File: src/rtl/exe_branch_unit_pkg.sv
// Shared processor definitions used by the execute-stage branch resolver.
package exe_branch_unit_pkg;

  localparam int unsigned NZCV_N = 3;
  localparam int unsigned NZCV_Z = 2;
  localparam int unsigned NZCV_C = 1;
  localparam int unsigned NZCV_V = 0;

  localparam int unsigned BRANCH_OFFSET_SHIFT = 2;

  typedef enum logic {
    IDLE   = 1'b0,
    SQUASH = 1'b1
  } branch_state_e;

endpackage : exe_branch_unit_pkg

File: src/rtl/exe_branch_unit_if.sv
// EXE-stage branch/status bundle: ID/EXE fields and ALU flags in, resolver results out.
interface exe_branch_unit_if #(
  parameter int unsigned CNT_W = 16
);
  logic             b;
  logic             s;
  logic [31:0]      pc;
  logic [23:0]      imm_signed_24;
  logic [3:0]       alu_status;
  logic             branch_taken;
  logic [31:0]      branch_addr;
  logic             flush;
  logic [3:0]       status;
  logic [CNT_W-1:0] branch_count;

  modport master (
    output b, s, pc, imm_signed_24, alu_status,
    input  branch_taken, branch_addr, flush, status, branch_count
  );

  modport slave (
    input  b, s, pc, imm_signed_24, alu_status,
    output branch_taken, branch_addr, flush, status, branch_count
  );
endinterface : exe_branch_unit_if

File: src/rtl/exe_branch_unit_status_register.sv
// 4-bit flag register with write enable; reusable by any flag-holding stage.
module status_register (
  input  logic       clk_i,
  input  logic       rst_ni,
  input  logic       we_i,
  input  logic [3:0] d_i,
  output logic [3:0] q_o
);
  logic [3:0] flags_q;

  always_ff @(posedge clk_i or negedge rst_ni) begin
    if (!rst_ni) begin
      flags_q <= '0;
    end else if (we_i) begin
      flags_q <= d_i;
    end
  end

  assign q_o = flags_q;
endmodule : status_register

File: src/rtl/exe_branch_unit.sv
// Execute-stage branch resolver: target adder, squash-window FSM, NZCV owner, taken-branch counter.
module exe_branch_unit
  import exe_branch_unit_pkg::*;
#(
  parameter int unsigned FLUSH_CYCLES = 1,
  parameter int unsigned CNT_W        = 16
) (
  input logic               clk,
  input logic               rst,
  exe_branch_unit_if.slave  bus
);
  localparam logic [3:0] SQUASH_INIT = 4'(FLUSH_CYCLES - 1);

  branch_state_e    state_q, state_d;
  logic [3:0]       cnt_q, cnt_d;
  logic [CNT_W-1:0] count_q, count_d;
  logic             accept;
  logic             in_squash;
  logic [31:0]      offset;
  logic [3:0]       status_q;

  assign offset           = 32'(signed'(bus.imm_signed_24)) << BRANCH_OFFSET_SHIFT;
  assign bus.branch_addr  = bus.pc + offset;

  always_comb begin
    state_d   = state_q;
    cnt_d     = cnt_q;
    accept    = 1'b0;
    in_squash = 1'b0;
    unique case (state_q)
      IDLE: begin
        cnt_d = '0;
        if (bus.b) begin
          accept = 1'b1;
          if (FLUSH_CYCLES > 1) begin
            state_d = SQUASH;
            cnt_d   = SQUASH_INIT;
          end
        end
      end
      SQUASH: begin
        in_squash = 1'b1;
        cnt_d     = cnt_q - 4'd1;
        if (cnt_q == 4'd1) begin
          state_d = IDLE;
        end
      end
      default: state_d = IDLE;
    endcase
  end

  // Gate with rst so a held reset never leaks a combinational branch/flush.
  assign bus.branch_taken = rst & accept;
  assign bus.flush        = rst & (accept | in_squash);

  always_comb begin
    count_d = count_q;
    if (accept && (count_q != '1)) begin
      count_d = count_q + 1'b1;
    end
  end

  always_ff @(posedge clk or negedge rst) begin
    if (!rst) begin
      state_q <= IDLE;
      cnt_q   <= '0;
      count_q <= '0;
    end else begin
      state_q <= state_d;
      cnt_q   <= cnt_d;
      count_q <= count_d;
    end
  end

  assign bus.branch_count = count_q;

  status_register u_status (
    .clk_i  (clk),
    .rst_ni (rst),
    .we_i   ((state_q == IDLE) && bus.s),
    .d_i    (bus.alu_status),
    .q_o    (status_q)
  );

  assign bus.status = status_q;
endmodule : exe_branch_unit

File: src/flat_wrapper.sv
// flat-port wrapper written by rule: the top's interface ports become plain ports
module exe_branch_unit_flat import exe_branch_unit_pkg::*;
#(
  parameter int unsigned FLUSH_CYCLES = 1,
  parameter int unsigned CNT_W        = 16
)
  (clk, rst, bus_b, bus_s, bus_pc, bus_imm_signed_24, bus_alu_status, bus_branch_taken, bus_branch_addr, bus_flush, bus_status, bus_branch_count);
  exe_branch_unit_if #(.CNT_W(CNT_W)) bus_i ();
  input logic clk;
  input logic rst;
  input wire logic [$bits(bus_i.b)-1:0] bus_b;
  input wire logic [$bits(bus_i.s)-1:0] bus_s;
  input wire logic [$bits(bus_i.pc)-1:0] bus_pc;
  input wire logic [$bits(bus_i.imm_signed_24)-1:0] bus_imm_signed_24;
  input wire logic [$bits(bus_i.alu_status)-1:0] bus_alu_status;
  output wire logic [$bits(bus_i.branch_taken)-1:0] bus_branch_taken;
  output wire logic [$bits(bus_i.branch_addr)-1:0] bus_branch_addr;
  output wire logic [$bits(bus_i.flush)-1:0] bus_flush;
  output wire logic [$bits(bus_i.status)-1:0] bus_status;
  output wire logic [$bits(bus_i.branch_count)-1:0] bus_branch_count;
  assign bus_i.b = bus_b;
  assign bus_i.s = bus_s;
  assign bus_i.pc = bus_pc;
  assign bus_i.imm_signed_24 = bus_imm_signed_24;
  assign bus_i.alu_status = bus_alu_status;
  assign bus_branch_taken = bus_i.branch_taken;
  assign bus_branch_addr = bus_i.branch_addr;
  assign bus_flush = bus_i.flush;
  assign bus_status = bus_i.status;
  assign bus_branch_count = bus_i.branch_count;
  exe_branch_unit #(.FLUSH_CYCLES(FLUSH_CYCLES), .CNT_W(CNT_W)) u_core (.clk(clk), .rst(rst), .bus(bus_i));
endmodule
File: config.mk
export PLATFORM = sky130hd
export DESIGN_NAME = exe_branch_unit_flat
export DESIGN_NICKNAME = d
export VERILOG_FILES = /design/src/rtl/exe_branch_unit_pkg.sv /design/src/rtl/exe_branch_unit_if.sv /design/src/rtl/exe_branch_unit_status_register.sv /design/src/rtl/exe_branch_unit.sv /design/src/flat_wrapper.sv
export SDC_FILE = /design/constraint.sdc
export NUM_CORES = 1
export LEC_CHECK = 0
export CAP_MARGIN = 15
export CORE_MARGIN = 4
export CORE_UTILIZATION = 43
export DETAILED_ROUTE_END_ITERATION = 6
export PLACE_DENSITY = 0.78
export SYNTH_ARGS = -nofsm -noshare
export SYNTH_HDL_FRONTEND = slang
export SYNTH_HIERARCHICAL = 1
export SYNTH_SLANG_ARGS = --single-unit
File: constraint.sdc
create_clock -name clk -period 3.8 [get_ports clk]
set_input_delay 0.76 -clock clk [delete_from_list [all_inputs] [get_ports clk]]
set_output_delay 0.76 -clock clk [all_outputs]
set_load 0.03 [all_outputs]
==> flow_summary.ini <==
[placed_design]
place_congestion = 0.877
hpwl_um = 6710
io_buffers = 113

[detailed_routing]
drt_iter0_drc = 175
dr_total_vias = 3110
dr.pass1.iters = 5
drc_errors = 0
drtAntennaViolNets = 0
avgRoutedWirePerCell_um = 16.5
routed_wl_um = 9170
viasPerCell = 5.58

[floorplan]
core_mm2 = 0.00603
die_w_um = 87.7
die_height_um = 87.7
ios = 118
rows = 28
initial_utilization = 0.453
dieArea_mm2 = 0.00769

[setup_path]
criticalPathCategory = in2out
required_ps = 3040
path_delay_family = buffers and inverters
crit_path_end_kind = primary output
critPathLaunchType = primary input
cp.arrival_ps = 3070
cp_common_cell = buf_4
slowest_delay_ps = 460
crit_fanout = 6
cp_slowest_cell = clkdlybuf4s50_1
crit_buf_inv = 5
crit_chain = clkdlybuf4s50_1 > ha_4 > buf_4 > nand4_1 > nor3_1 > a21oi_2 > a22oi_1 > buf_4 > buf_4 > xor2_1 > buf_4

[timing]
max_slew_margin = 0.664
setup_ws_ps = -28.5
grt_setup_unrepaired = yes
max_freq_mhz = 261
setup_viol = 2
post-route-period-util = 1.01
min_period_ps = 3830
final_hold_viol_count = 0
slew_violations = 0
worst_pin_slew_ps = 504
final.setup.tns_ps = -48.2
skew_ps = 2.09

[clocking]
clk_pin_slew_ps = 80
ctsRootBufferMaster = clkbuf_8
htreeDepth = 1
cts.sink_count = 25
cts_hold_buf = 0
cts_tree = yes
numCtsBuffers = 3
cts_buffer_depth = 2
clkLatencyLatePin_ps = 270

[run]
maxCapViolations = 0

[global_route]
grt_antenna_before_repair = 0
grt-ovfl-total = 0
grt_usage = 0.209
grt_first_pass_wirelength_um = 13400
grt_max_degree = 16
first_global_vias = 3013

[synth]
yosys.cell_types.count = 50
yosysWarningCount = 6
syn_nets = 415
synth-main-ff-cell = dfrtp_1
netlist_area_mm2 = 0.00273
ys_ff_latch = 25
ys_seq_area_frac = 0.229
syn_avg_cell_area_um2 = 8.59
synth_edf_count = 0
synthCells = 318
synthArstFlopShare = 1.00

[final_layout]
areaGrowthSynthToFinish_pct = 73.6
drive_above_1_share = 0.322
final_cell_mix = buf_4 (81), clkdlybuf4s50_1 (62), nand2_1 (26)
nNetsFinal = 580
final_common_cell = buf_4
fillers = 405
antenna_cells = 0

[pwr]
ir_drop_uv = 472
power_density_mw_per_mm2 = 327
p_leak_nw = 2.25
p_total_mw = 1.55

[worst_hold_path]
hp-class = reg2reg

[status]
violations = setup timing
outcome = finished with violations
-- routing by layer --
layer | GRT usage | share of wire | up-vias
met1 | 0.273 | 0.42 | 1463
li1 | - | - | 1482
met3 | 0.0367 | 0.081 | 17
met5 | 0 | 0 | -
met2 | 0.364 | 0.49 | 148
met4 | 0.0363 | 0.013 | 0
-- kinds of logic (layout without fill, tap and decap cells) --
logic type	count (synthesis)	in the layout	share of synthesized area
AOI/OAI and AO/OA	88	88	0.225
xor gates and xnor gates	44	44	0.141
adders and majority gates	33	33	0.154
buffers and inverters	22	186	0.0362
DFF	25	25	0.229
muxes	5	5	0.0206
and+or+nand+nor	101	101	0.194
-- state kept, by name, summed over array words and instances, names as in the netlist --
register                 count
u_core/bus.branch_count     16
u_core/cnt_q                 4
u_core/u_status/q_o          4
u_core/state_q               1
-- repair_timing --
item                       CTS  global route
pin swaps                   18            32
setup endpoints to repair   18            16
gates resized for setup     27            71
setup buffers                4             6
-- metrics by stage --
| stage | worst slack (ps) | hold slack (ps) | cells | instance area [um^2] | utilization |
|---|---|---|---|---|---|
| after floorplan | 122 | 452 | 318 | 2730 | - |
| after CTS | -62.4 | 491 | 551 | 4400 | 0.730 |
| after global routing | -79.9 | 531 | 557 | 4740 | 0.787 |
| after detailed placement | -324 | 476 | 543 | 4240 | 0.703 |
| after global placement | -357 | 479 | 543 | 4240 | 0.703 |
| final | -28.5 | 498 | 557 | 4740 | 0.787 |
-- where the power goes --
group          internal [mW]  switching, mW  leakage (nW)
Combinational          0.495          0.541          1.91
Sequential             0.306         0.0509         0.326
Clock                 0.0743         0.0836        0.0217
-- layout make-up --
type	count	area (um^2)	share of cell area
clock buffer	3	41.3	0.00870
sequential	25	626	0.132
timing repair buffer	174	1600	0.337
multi-input combinational	271	2340	0.494
tap	75	93.8	0.0198
clock inverter	1	7.51	0.00158
inverter	8	30.0	0.00633
-- synthesized netlist by cell type (3+ instances only) --
master | n | share of area
nor2_1 | 18 | 0.025
a211oi_1 | 4 | 0.011
a21oi_1 | 28 | 0.051
a21o_1 | 15 | 0.041
nand4_1 | 9 | 0.021
clkbuf_1 | 5 | 0.0069
inv_1 | 8 | 0.011
nor3_1 | 6 | 0.011
dfrtp_1 | 25 | 0.23
nor2b_1 | 6 | 0.014
mux2_2 | 5 | 0.021
and2_1 | 6 | 0.014
and3_1 | 5 | 0.011
o21ai_0 | 12 | 0.022
nand2b_1 | 3 | 0.0069
o21a_1 | 4 | 0.011
xnor2_1 | 25 | 0.080
xor2_1 | 19 | 0.061
nand3_1 | 10 | 0.018
ha_1 | 32 | 0.15
buf_2 | 7 | 0.013
nand2_1 | 27 | 0.037
a31oi_1 | 4 | 0.0092
-- path summary, 6_finish.rpt --
path	from	endpoint	slack, ps	depth (start not counted)
min in group asynchronous	rst	u_core/bus.branch_count[2]	860	2
worst min register to register	u_core/bus.branch_count[14]	u_core/bus.branch_count[14]	500	1
worst min-delay path	u_core/bus.branch_count[14]	u_core/bus.branch_count[14]	500	1
max in group asynchronous	rst	u_core/u_status/q_o[1]	2750	2
worst max register to register	u_core/bus.branch_count[0]	u_core/bus.branch_count[8]	1630	7
worst max-delay path	bus_pc[19]	bus_branch_addr[26]	-30	11
Note: power is estimated with default switching activity, not from simulation.
